==> src/rtl/attribute_scanner.sv <==
// attribute_scanner: walks HTML tags and feeds numeric attribute values to integer_parser.
// Optional macro ATTR_QUOTED_VALUES_EN accepts "..." quoted attribute values.
`timescale 1ns/1ps
module attribute_scanner #(
    parameter int CHAR_W = 8,
    parameter int VAL_W  = 10
) (
    input  logic              clock,
    input  logic              reset,
    input  logic [CHAR_W-1:0] in_char,
    input  logic              in_valid,
    output logic              in_ready,
    output logic [CHAR_W-1:0] int_char,
    output logic              int_enable,
    output logic              int_reset,
    input  logic              int_next_char,
    input  logic              int_has_finished,
    input  logic [VAL_W-1:0]  int_value,
    output logic              attr_valid,
    output logic [1:0]        attr_id,
    output logic [VAL_W-1:0]  attr_value,
    output logic              tag_done,
    output logic              bad_attr
);
    typedef enum logic [2:0] {
        S_IDLE, S_TAG, S_WAIT, S_NAME,
        S_VALUE, S_SKIP, S_EMIT, S_CLEAR
    } state_e;

    localparam logic [CHAR_W-1:0] C_LT = CHAR_W'(8'h3C);
    localparam logic [CHAR_W-1:0] C_GT = CHAR_W'(8'h3E);
    localparam logic [CHAR_W-1:0] C_SP = CHAR_W'(8'h20);
    localparam logic [CHAR_W-1:0] C_EQ = CHAR_W'(8'h3D);
    localparam logic [CHAR_W-1:0] C_QT = CHAR_W'(8'h22);

    state_e             state_q;
    logic [3:0]         flags_q;
    logic [2:0]         idx_q;
    logic [1:0]         cand_q;
    logic [CHAR_W-1:0]  term_q;
    logic               first_q;
    logic               attr_valid_q;
    logic               tag_done_q;
    logic               bad_attr_q;
    logic [1:0]         attr_id_q;
    logic [VAL_W-1:0]   attr_value_q;
`ifdef ATTR_QUOTED_VALUES_EN
    logic               quoted_q;
    logic               drop_q;
`endif

    // Names stored left-justified; positions past the end read as NUL.
    function automatic logic [7:0] name_char(input logic [1:0] id,
                                             input logic [2:0] idx);
        logic [63:0] s;
        case (id)
            2'd0:    s = {"left", 32'h0};
            2'd1:    s = {"top", 40'h0};
            2'd2:    s = {"width", 24'h0};
            default: s = {"height", 16'h0};
        endcase
        return s[6'd63 - {idx, 3'b000} -: 8];
    endfunction

    function automatic logic [2:0] name_len(input logic [1:0] id);
        case (id)
            2'd0:    return 3'd4;
            2'd1:    return 3'd3;
            2'd2:    return 3'd5;
            default: return 3'd6;
        endcase
    endfunction

    logic [3:0] hit_cur;
    logic [3:0] hit_first;
    logic [1:0] enc;
    logic       single;
    logic       is_sp;
    logic       is_gt;
    logic       is_eq;
    logic       quote_first;
    logic       rdy;
    logic       fire;

    always_comb begin
        for (int k = 0; k < 4; k++) begin
            hit_cur[k]   = CHAR_W'(name_char(2'(k), idx_q)) == in_char;
            hit_first[k] = CHAR_W'(name_char(2'(k), 3'd0)) == in_char;
        end
    end

    always_comb begin
        enc = 2'd0;
        if (flags_q[3])      enc = 2'd3;
        else if (flags_q[2]) enc = 2'd2;
        else if (flags_q[1]) enc = 2'd1;
    end

    assign single      = (|flags_q) && ((flags_q & (flags_q - 4'd1)) == 4'd0);
    assign is_sp       = in_char == C_SP;
    assign is_gt       = in_char == C_GT;
    assign is_eq       = in_char == C_EQ;
    assign quote_first = first_q && (in_char == C_QT);

    always_comb begin
        rdy = 1'b0;
        case (state_q)
            S_IDLE, S_TAG, S_WAIT, S_NAME, S_SKIP: rdy = 1'b1;
            S_VALUE: begin
                rdy = int_next_char;
`ifdef ATTR_QUOTED_VALUES_EN
                if (quote_first && !int_has_finished) rdy = 1'b1;
`endif
            end
            default: rdy = 1'b0;
        endcase
    end

    assign fire       = in_valid && rdy;
    assign in_ready   = reset && rdy;
    assign int_enable = (state_q == S_VALUE) && in_valid && !quote_first;
    assign int_reset  = state_q == S_CLEAR;

    // A closing quote is shown to the parser as a space so it terminates.
    always_comb begin
        int_char = '0;
        if (int_enable) begin
            int_char = in_char;
`ifdef ATTR_QUOTED_VALUES_EN
            if (quoted_q && in_char == C_QT) int_char = C_SP;
`endif
        end
    end

    assign attr_valid = attr_valid_q;
    assign attr_id    = attr_id_q;
    assign attr_value = attr_value_q;
    assign tag_done   = tag_done_q;
    assign bad_attr   = bad_attr_q;

    always_ff @(posedge clock or negedge reset) begin
        if (!reset) begin
            state_q      <= S_IDLE;
            flags_q      <= 4'hF;
            idx_q        <= 3'd0;
            cand_q       <= 2'd0;
            term_q       <= '0;
            first_q      <= 1'b0;
            attr_valid_q <= 1'b0;
            tag_done_q   <= 1'b0;
            bad_attr_q   <= 1'b0;
            attr_id_q    <= 2'd0;
            attr_value_q <= '0;
`ifdef ATTR_QUOTED_VALUES_EN
            quoted_q     <= 1'b0;
            drop_q       <= 1'b0;
`endif
        end else begin
            attr_valid_q <= 1'b0;
            tag_done_q   <= 1'b0;
            bad_attr_q   <= 1'b0;
            case (state_q)
                S_IDLE: begin
                    if (fire && in_char == C_LT) state_q <= S_TAG;
                end
                S_TAG: begin
                    if (fire && is_sp) begin
                        state_q <= S_WAIT;
                    end else if (fire && is_gt) begin
                        tag_done_q <= 1'b1;
                        state_q    <= S_IDLE;
                    end
                end
                S_WAIT: begin
                    if (fire) begin
`ifdef ATTR_QUOTED_VALUES_EN
                        drop_q <= 1'b0;
                        if (!drop_q)
`endif
                        begin
                            if (is_gt) begin
                                tag_done_q <= 1'b1;
                                state_q    <= S_IDLE;
                            end else if (!is_sp) begin
                                flags_q <= hit_first;
                                idx_q   <= 3'd1;
                                state_q <= S_NAME;
                            end
                        end
                    end
                end
                S_NAME: begin
                    if (fire && is_eq) begin
                        if (single && idx_q == name_len(enc)) begin
                            cand_q  <= enc;
                            first_q <= 1'b1;
                            state_q <= S_VALUE;
`ifdef ATTR_QUOTED_VALUES_EN
                            quoted_q <= 1'b0;
`endif
                        end else begin
                            state_q <= S_SKIP;
                        end
                    end else if (fire && (is_sp || is_gt)) begin
                        bad_attr_q <= |flags_q;
                        tag_done_q <= is_gt;
                        state_q    <= is_gt ? S_IDLE : S_WAIT;
                    end else if (fire) begin
                        flags_q <= flags_q & hit_cur;
                        if (idx_q != 3'd7) idx_q <= idx_q + 3'd1;
                    end
                end
                S_VALUE: begin
                    // Terminator stays on the bus; the next state pops it.
                    if (int_has_finished && in_valid) begin
                        term_q       <= in_char;
                        attr_valid_q <= 1'b1;
                        attr_id_q    <= cand_q;
                        attr_value_q <= int_value;
                        state_q      <= S_EMIT;
                    end else if (in_valid && quote_first) begin
`ifdef ATTR_QUOTED_VALUES_EN
                        quoted_q <= 1'b1;
                        first_q  <= 1'b0;
`else
                        bad_attr_q <= 1'b1;
                        state_q    <= S_SKIP;
`endif
                    end else if (fire) begin
                        first_q <= 1'b0;
                    end
                end
                S_EMIT: state_q <= S_CLEAR;
                S_CLEAR: begin
                    if (term_q == C_GT) begin
                        tag_done_q <= 1'b1;
                        state_q    <= S_IDLE;
                    end else if (term_q == C_SP) begin
                        state_q <= S_WAIT;
`ifdef ATTR_QUOTED_VALUES_EN
                    end else if (term_q == C_QT) begin
                        drop_q  <= 1'b1;
                        state_q <= S_WAIT;
`endif
                    end else begin
                        state_q <= S_SKIP;
                    end
                end
                S_SKIP: begin
                    if (fire && is_sp) begin
                        state_q <= S_WAIT;
                    end else if (fire && is_gt) begin
                        tag_done_q <= 1'b1;
                        state_q    <= S_IDLE;
                    end
                end
                default: state_q <= S_IDLE;
            endcase
        end
    end
endmodule

==> config.mk <==
export PLATFORM = sky130hd
export DESIGN_NAME = attribute_scanner
export DESIGN_NICKNAME = d
export VERILOG_FILES = /design/src/rtl/attribute_scanner.sv
export SDC_FILE = /design/constraint.sdc
export NUM_CORES = 1
export LEC_CHECK = 0
export ABC_AREA = 0
export CORE_MARGIN = 2
export CORE_UTILIZATION = 32
export DETAILED_ROUTE_END_ITERATION = 16
export DONT_BUFFER_PORTS = 1
export GPL_TIMING_DRIVEN = 0
export PLACE_DENSITY = 0.44
export SKIP_CTS_REPAIR_TIMING = 1
export SYNTH_ARGS = -nofsm -noshare
export SYNTH_HDL_FRONTEND = slang
export SYNTH_SLANG_ARGS = --single-unit
==> constraint.sdc <==
create_clock -name clock -period 3.3 [get_ports clock]
set_clock_uncertainty 0.05 [all_clocks]
set_input_delay 0.66 -clock clock [delete_from_list [all_inputs] [get_ports clock]]
set_output_delay 0.66 -clock clock [all_outputs]
set_load 0.02 [all_outputs]
## After elaboration in Yosys (flattened, before gate mapping)

Index checks and enable logic that the tools add are counted.

| cells by class | value |
|---|---|
| add/subtract/negate cells | 3 |
| equal/unequal tests | 43 |
| shift-type cells | 4 |
| muxes and demuxes | 59 |
| bitwise operators | 2 |
| reduce and logical (&&, ||, !) cells | 30 |

Operators with widths:

| operator | count |
|---|---|
| $shiftx A71 B7 Y8 const A | 4 |
| $mux W3 | 21 |
| $eq A8 B6 Y1 const B | 7 |
| $eq A7 B8 Y1 const A | 4 |
| $eq A8 B8 Y1 | 4 |
| $ne A2 B2 Y1 const B | 13 |
| $mux W4 | 6 |
| $pmux W3 S7 | 1 |
| $mux W1 | 20 |
| $logic_and A1 B1 Y1 | 14 |
| $eq A3 B3 Y1 const B | 4 |
| $reduce_and A6 Y1 | 2 |
| $ne A3 B3 Y1 const B | 3 |
| $pmux W3 S3 | 1 |
| $and A4 B4 Y4 | 2 |
| $mux W8 | 1 |
| $pmux W4 S2 | 1 |
| $reduce_and A8 Y1 | 1 |
| $reduce_and A7 Y1 | 1 |
| $eq A3 B2 Y1 const B | 2 |
| $mux W2 | 3 |
| $ne A3 B1 Y1 const B | 2 |
| $pmux W1 S2 | 3 |
| $pmux W3 S2 | 1 |
| 19 further kinds | 20 |

| word-level totals | value |
|---|---|
| register bits | 36 |
| input port bits | 23 |
| output and inout port bits | 26 |
| logic and storage cells | 152 |

## Depth between registers and ports, before layout

Gate-level depths: netlist of the first run.

| depth | value |
|---|---|
| depth after elaboration | 12 |
| depth in mapped cells | 9 |
| mapped depth without buffers | 8 |

## Least setup slack after synthesis of the first run

Ideal clock, no wire load.

| timing | value |
|---|---|
| path type | in2out |
| start | input in_valid |
| end | output int_char[1] |
| arrival | 1.904 ns |
| data required time | 2.590 ns |
| slack | 0.686 ns |
| stages | 4 |
| path buffers | 1 |
| cell sequence | clkbuf_1 -> and4bb_2 -> nor2b_1 -> and2_1 |

| between the ends | value |
|---|---|
| longest elaborated chain between the ends | 3 |

RTL lines:

| element | RTL line | source |
|---|---|---|
| from (decl) | 11 | `input logic in_valid,` |
| $logic_and A1 B1 Y1 (2 in series) | 121 | `assign int_enable = (state_q == S_VALUE) && in_valid && !quote_first;` |
| via int_enable | 14 | `output logic int_enable,` |
| $mux W8 | 127 | `if (int_enable) begin` |
| to (decl) | 13 | `output logic [CHAR_W-1:0] int_char,` |

The timed path passes the listed nets, and every way through them passes these cells.

## Worst setup path in the final report of the first run

| timing | value |
|---|---|
| start | input in_valid |
| end | output int_char[5] |

Same word-level chain as after synthesis.

==> flow_metrics.env, run 1 <==
export IMPL_status="finished clean"
export IMPL_synth_seq_cells=36
export IMPL_p_int_w=0.001204
export IMPL_cts_buffers=5
export IMPL_clock_fmax_mhz=343.5
export IMPL_vias=2140
export IMPL_grt_max_degree=38
export IMPL_hold_viol_final=0
export IMPL_dr_pass1_iters=4
export IMPL_synth_ff_type="dfrtp_1"
export IMPL_syn_area_um2=2579
export IMPL_combPwrFrac=0.463
export IMPL_dp_cells=374
export IMPL_clock_root_buffer="clkbuf_8"
export IMPL_cts_buffer_depth=2
export IMPL_rr_startpoint="idx_q[2]$_DFFE_PN0P_"
export IMPL_p_per_area_nw_per_um2=764.5
export IMPL_die_w_um=93.77
export IMPL_layout_commonest_cell="dfrtp_1"
export IMPL_antenna_found_initial=0
export IMPL_multiInputGateArea_um2=1540
export IMPL_syn_nets=305
export IMPL_drc_errors=0
export IMPL_gp_congestion=0.8876
export IMPL_crit_family="simple AND/OR/NAND/NOR gates"
export IMPL_viasPerCell=5.587
export IMPL_die_y_um=93.77
export IMPL_cap_violations=0
export IMPL_seq_area_um2=905.9
export IMPL_required_ns=2.59
export IMPL_startpoint_type="primary input"
export IMPL_drive_gt1_frac=0.1601
export IMPL_drv_slew=0
export IMPL_synth_seq_area_share=0.3513
export IMPL_core_area_um2=7767
export IMPL_wl_um=7290
export IMPL_cts_htree_levels=2
export IMPL_initial_utilization=0.3320
export IMPL_place_hpwl_um=5336
export IMPL_final_nets=313
export IMPL_critical_path_arrival_ns=2.20
export IMPL_p_seq_frac=0.386
export IMPL_crit_chain="clkbuf_1 > and4bb_2 > nor2b_1 > and2_1"
export IMPL_fin_crit_sh=0.8821
export IMPL_pin_count=49
export IMPL_crit_start="in_valid"
export IMPL_p_leak_nw=1.106
export IMPL_slowest_delay_ns=0.46
export IMPL_synth_avg_cell_area_um2=9.481
export IMPL_cp_num_buf_inv=1
export IMPL_crit_fanout=10
export IMPL_cts_sinks=36
export IMPL_rows=32
export IMPL_synth_async_reset_ratio=1.000
export IMPL_grt_overflow=0
export IMPL_pwr_share_clk=0.151
export IMPL_wire_per_inst_um=19.03
export IMPL_antennaDiodeCount=0
export IMPL_grt_pass1_vias=2206
export IMPL_yosysWarningCount=0
export IMPL_slew_limit_headroom=0.3373
export IMPL_synth_cell_type_count=60
export IMPL_path_class="primary input to output pin"
export IMPL_totalNegativeSetupSlack_ns=0
export IMPL_n_fill_cell=834
export IMPL_rsz0062_at_grt="false"
export IMPL_syn_to_final_growth_pct=9.316
export IMPL_cts_tree="yes"
export IMPL_io_buffer_count=0
export IMPL_cp_end_kind="output pin"
export IMPL_setup_viol_count_final=0
export IMPL_track_usage=0.1763
export IMPL_hp_class="primary input to asynchronous set/reset pin"
export IMPL_ant_nets=0
export IMPL_drt_iter0_drc=111
export IMPL_clk_pin_slew_ns=0.08
export IMPL_p_sw_frac=0.4414
export IMPL_tightest_slew_ns=0.9807
export IMPL_layout_common_cells="32 x dfrtp_1, 21 x mux2_2, 16 x clkbuf_1"
export IMPL_grt_pass1_wl_um=12060
export IMPL_min_period_ns=2.911
export IMPL_clk_latency_ns=0.29
export IMPL_switchingPower_w=0.0009512
export IMPL_synth_cells=272
export IMPL_irDropWorstVdd_mv=0.2658
export IMPL_dieArea_um2=8793
export IMPL_final_cells=383
export IMPL_synth_edf_count=0
export IMPL_crit_path_top_delay_cell="nor2b_1"
export IMPL_fin_hold_ws_ns=0.1415
-- worst paths after layout --
path	endpoint	slack, ns	cells past startpoint
hold / removal	attr_value[0]$_DFFE_PN0P_	0.14	1
hold reg to reg	term_q[5]$_DFFE_PN0P_	0.46	1
max in group asynchronous	term_q[2]$_DFFE_PN0P_	2.89	1
min in group clock	attr_value[2]$_DFFE_PN0P_	0.46	1
setup / recovery	int_char[5]	0.39	4
setup reg to reg	flags_q[1]$_DFFE_PN1P_	0.51	9
-- power groups by stage --
stage / combinational (W) / clock (W) / sequential (W)
global placement: 0.000986 / 0 / 0.000838
floorplan: 0.000802 / 0 / 0.000797
CTS: 0.000989 / 0.000338 / 0.000833
detailed placement: 0.000983 / 0 / 0.000843
finish: 0.000999 / 0.000325 / 0.000831
global route: 0.00113 / 0.000362 / 0.000859
-- cell families after synthesis --
family          Yosys count  synth area share
buf+inv                  33           0.05143
flops                    36            0.3513
compound gates           57            0.1567
simple gates             97            0.2368
mux                      25            0.1077
fa+ha+maj                10           0.04852
xor+xnor                 14           0.04755
-- layout make-up --
class,count,area share
multi-input cells,203,0.5464
flip-flops and latches,36,0.3213
well taps,102,0.04527
plain buffers,20,0.02974
clock buffers,5,0.02441
inverters,13,0.01731
clock inverters,3,0.008433
repair buffers,1,0.007102
-- cell usage after synthesis, drive strengths merged (3+ instances only) --
master  instances  share of area
nor4bb          3          0.012
a31oi           6          0.015
inv            13          0.019
o21ai           9          0.017
and3            5          0.014
mux2i           3          0.012
clkbuf         16          0.023
buf             4         0.0092
dfstp           4          0.041
o311ai          3          0.010
nand4           8          0.019
ha             10          0.049
nor3            3         0.0058
nor4            6          0.015
or2             3         0.0073
or3             3         0.0073
a21oi           9          0.017
nor2b           6          0.015
dfrtp          32           0.31
mux2           22          0.096
and4            4          0.014
nand3           7          0.014
nand2          12          0.017
and2            9          0.022
nand3b          3         0.0087
o31ai           7          0.020
nand2b          5          0.012
xor2            7          0.024
nor2            8          0.012
xnor2           7          0.024
-- metrics by stage --
stage / area, um2 / total power (W) / util / worst slack, ns
6_report: 2819 / 0.002155 / 0.3629 / 0.3891
5_1_grt: 2819 / 0.002349 / 0.3629 / 0.2492
4_1_cts: 2799 / 0.002159 / 0.3603 / 0.3878
3_5_place_dp: 2706 / 0.001826 / 0.3484 / 0.3883
3_3_place_gp: 2706 / 0.001824 / 0.3484 / 0.3352
2_1_floorplan: 2579 / 0.001599 / - / 0.6860
-- state kept, by name, summed over array words and instances (netlist names) --
signal      count
term_q          8
first_q         1
bad_attr        1
tag_done        1
cand_q          2
attr_valid      1
attr_id         2
state_q         3
flags_q         4
attr_value     10
idx_q           3
-- worst reg2reg max path, stage by stage (launching register included) --
cell and delay [ns]:
dfrtp_1 0.43, clkbuf_1 0.40, clkbuf_1 0.45, inv_1 0.20, ha_1 0.28, and3_1 0.19, o2111ai_1 0.23, a211o_1 0.15
nand4_1 0.10, a32o_1 0.23
-- per-layer routing --
layer	part of all wire	track usage	up-vias	routed length, um
met5	0	0	-	0
met4	0.031	0.06643	0	226
met3	0.043	0.03531	15	316
met2	0.47	0.2833	55	3410
met1	0.46	0.2337	1050	3336
li1	-	-	1020	-
No activity file was read; power rests on OpenSTA's default activity.
==> inputs of run 2 (changes only) <==
--- a/config.mk
+++ b/config.mk
@@ -11,6 +11,7 @@
 export DETAILED_ROUTE_END_ITERATION = 16
 export DONT_BUFFER_PORTS = 1
 export GPL_TIMING_DRIVEN = 0
+export MAX_ROUTING_LAYER = met4
 export PLACE_DENSITY = 0.44
 export SKIP_CTS_REPAIR_TIMING = 1
 export SYNTH_ARGS = -nofsm -noshare
==> run 2 against run 1 <==
Global-route usage up 0.44 points; non-clock buffer count unchanged; maximum frequency up 0.27%; cell area unchanged; largest power group unchanged; highest routed layer unchanged.
==> flow_metrics.env, run 2 (same netlist as run 1, synthesis figures left out) <==
export IMPL_setup_viol_count_final=0
export IMPL_crit_start="in_valid"
export IMPL_cts_tree="yes"
export IMPL_drt_iter0_drc=112
export IMPL_crit_fanout=10
export IMPL_drive_gt1_frac=0.1601
export IMPL_cts_htree_levels=2
export IMPL_hold_viol_final=0
export IMPL_combPwrFrac=0.463
export IMPL_place_hpwl_um=5336
export IMPL_grt_pass1_wl_um=12050
export IMPL_die_y_um=93.77
export IMPL_irDropWorstVdd_mv=0.2660
export IMPL_grt_max_degree=38
export IMPL_cap_violations=0
export IMPL_dieArea_um2=8793
export IMPL_drc_errors=0
export IMPL_cts_buffer_depth=2
export IMPL_status="finished clean"
export IMPL_viasPerCell=5.629
export IMPL_io_buffer_count=0
export IMPL_rr_startpoint="idx_q[2]$_DFFE_PN0P_"
export IMPL_p_seq_frac=0.385
export IMPL_cp_end_kind="output pin"
export IMPL_finalPower_w=0.002158
export IMPL_rsz0062_at_grt="false"
export IMPL_vias=2156
export IMPL_path_class="primary input to output pin"
export IMPL_r2r_slack_ns=0.53
export IMPL_tightest_slew_ns=0.9807
export IMPL_p_leak_nw=1.106
export IMPL_cp_endpoint="int_char[5]"
export IMPL_clock_fmax_mhz=344.5
export IMPL_die_w_um=93.77
export IMPL_clock_root_buffer="clkbuf_8"
export IMPL_pin_count=49
export IMPL_wl_um=7307
export IMPL_reg2reg_depth=9
export IMPL_grt_overflow=0
export IMPL_dr_pass1_iters=4
export IMPL_r2r_end="flags_q[1]$_DFFE_PN1P_"
export IMPL_min_period_ns=2.903
export IMPL_largest_register_ffs=10
export IMPL_antenna_found_initial=0
export IMPL_wire_per_inst_um=19.08
export IMPL_startpoint_type="primary input"
export IMPL_gp_congestion=0.9025
export IMPL_required_ns=2.59
export IMPL_rows=32
export IMPL_cts_buffers=5
export IMPL_critical_path_arrival_ns=2.19
export IMPL_clk_latency_ns=0.29
export IMPL_initial_utilization=0.3320
export IMPL_layout_common_cells="32 x dfrtp_1, 21 x mux2_2, 16 x clkbuf_1"
export IMPL_grt_pass1_vias=2206
export IMPL_p_int_w=0.001204
export IMPL_track_usage=0.1808
export IMPL_pwr_share_clk=0.152
export IMPL_totalNegativeSetupSlack_ns=0
export IMPL_drv_slew=0
export IMPL_antennaDiodeCount=0
export IMPL_p_per_area_nw_per_um2=765.4
export IMPL_cts_sinks=36
export IMPL_hp_class="primary input to asynchronous set/reset pin"
export IMPL_syn_to_final_growth_pct=9.316
export IMPL_slew_limit_headroom=0.3373
export IMPL_clk_pin_slew_ns=0.08
export IMPL_final_nets=313
export IMPL_switchingPower_w=0.0009538
export IMPL_ant_nets=0
export IMPL_layout_commonest_cell="dfrtp_1"
export IMPL_p_sw_frac=0.4421
export IMPL_core_area_um2=7767
export IMPL_fin_crit_sh=0.8797
[run 2: cell counts in the layout (fill, tap and decap cells not counted)]
No cell type changed its count.
[run 2: routing by layer]
| layer | part of all wire | global-route usage | vias up |
|---|---|---|---|
| met5 | 0 | - | - |
| met4 | 0.028 | 0.06643 | 0 |
| met3 | 0.051 | 0.03371 | 15 |
| met2 | 0.47 | 0.2833 | 60 |
| met1 | 0.46 | 0.2337 | 1062 |
| li1 | - | - | 1019 |
[run 2: critical path, stage by stage]
cell      delay [ns]
clkbuf_1        0.33
and4bb_2        0.41
nor2b_1         0.46
and2_1          0.32
[run 2: power by group through the flow]
stage	sequential, W	combinational [W]	clock [W]
2_1_floorplan	0.000797	0.000802	0
3_3_place_gp	0.000838	0.000986	0
3_5_place_dp	0.000843	0.000983	0
6_report	0.000831	0.000999	0.000327
4_1_cts	0.000833	0.000989	0.000338
5_1_grt	0.000859	0.00113	0.000362
[run 2: final cells by class]
cell class / count / area, um2
Buffer: 20 / 83.83
Clock buffer: 5 / 68.82
Clock inverter: 3 / 23.77
Fill cell: 834 / 4949
Inverter: 13 / 48.80
Multi-Input combinational cell: 203 / 1540
Sequential cell: 36 / 905.9
Tap cell: 102 / 127.6
Timing Repair Buffer: 1 / 20.02
[run 2: through the flow]
stage                 util  instances  instance area (um2)  hold WS (ns)  worst slack (ns)
detailed placement  0.3484        374                 2706        0.3155            0.3883
floorplan                -        272                 2579        0.3144            0.6860
CTS                 0.3603        382                 2799     -0.006645            0.3878
global route        0.3629        383                 2819        0.1354            0.2492
finish              0.3629        383                 2819        0.1416            0.3970
global placement    0.3484        374                 2706        0.3154            0.3352
[run 2: how the worst min path moves through the flow]
stage / cells past startpoint / slack (ns) / end
6_report: 1 / 0.14 / attr_value[0]$_DFFE_PN0P_
5_1_grt: 0 / 0.14 / flags_q[0]$_DFFE_PN1P_
4_1_cts: 0 / -0.007 / attr_value[0]$_DFFE_PN0P_
3_5_place_dp: 0 / 0.32 / attr_valid$_DFF_PN0_
3_3_place_gp: 0 / 0.32 / attr_valid$_DFF_PN0_
2_1_floorplan: 0 / 0.31 / attr_id[0]$_DFFE_PN0P_
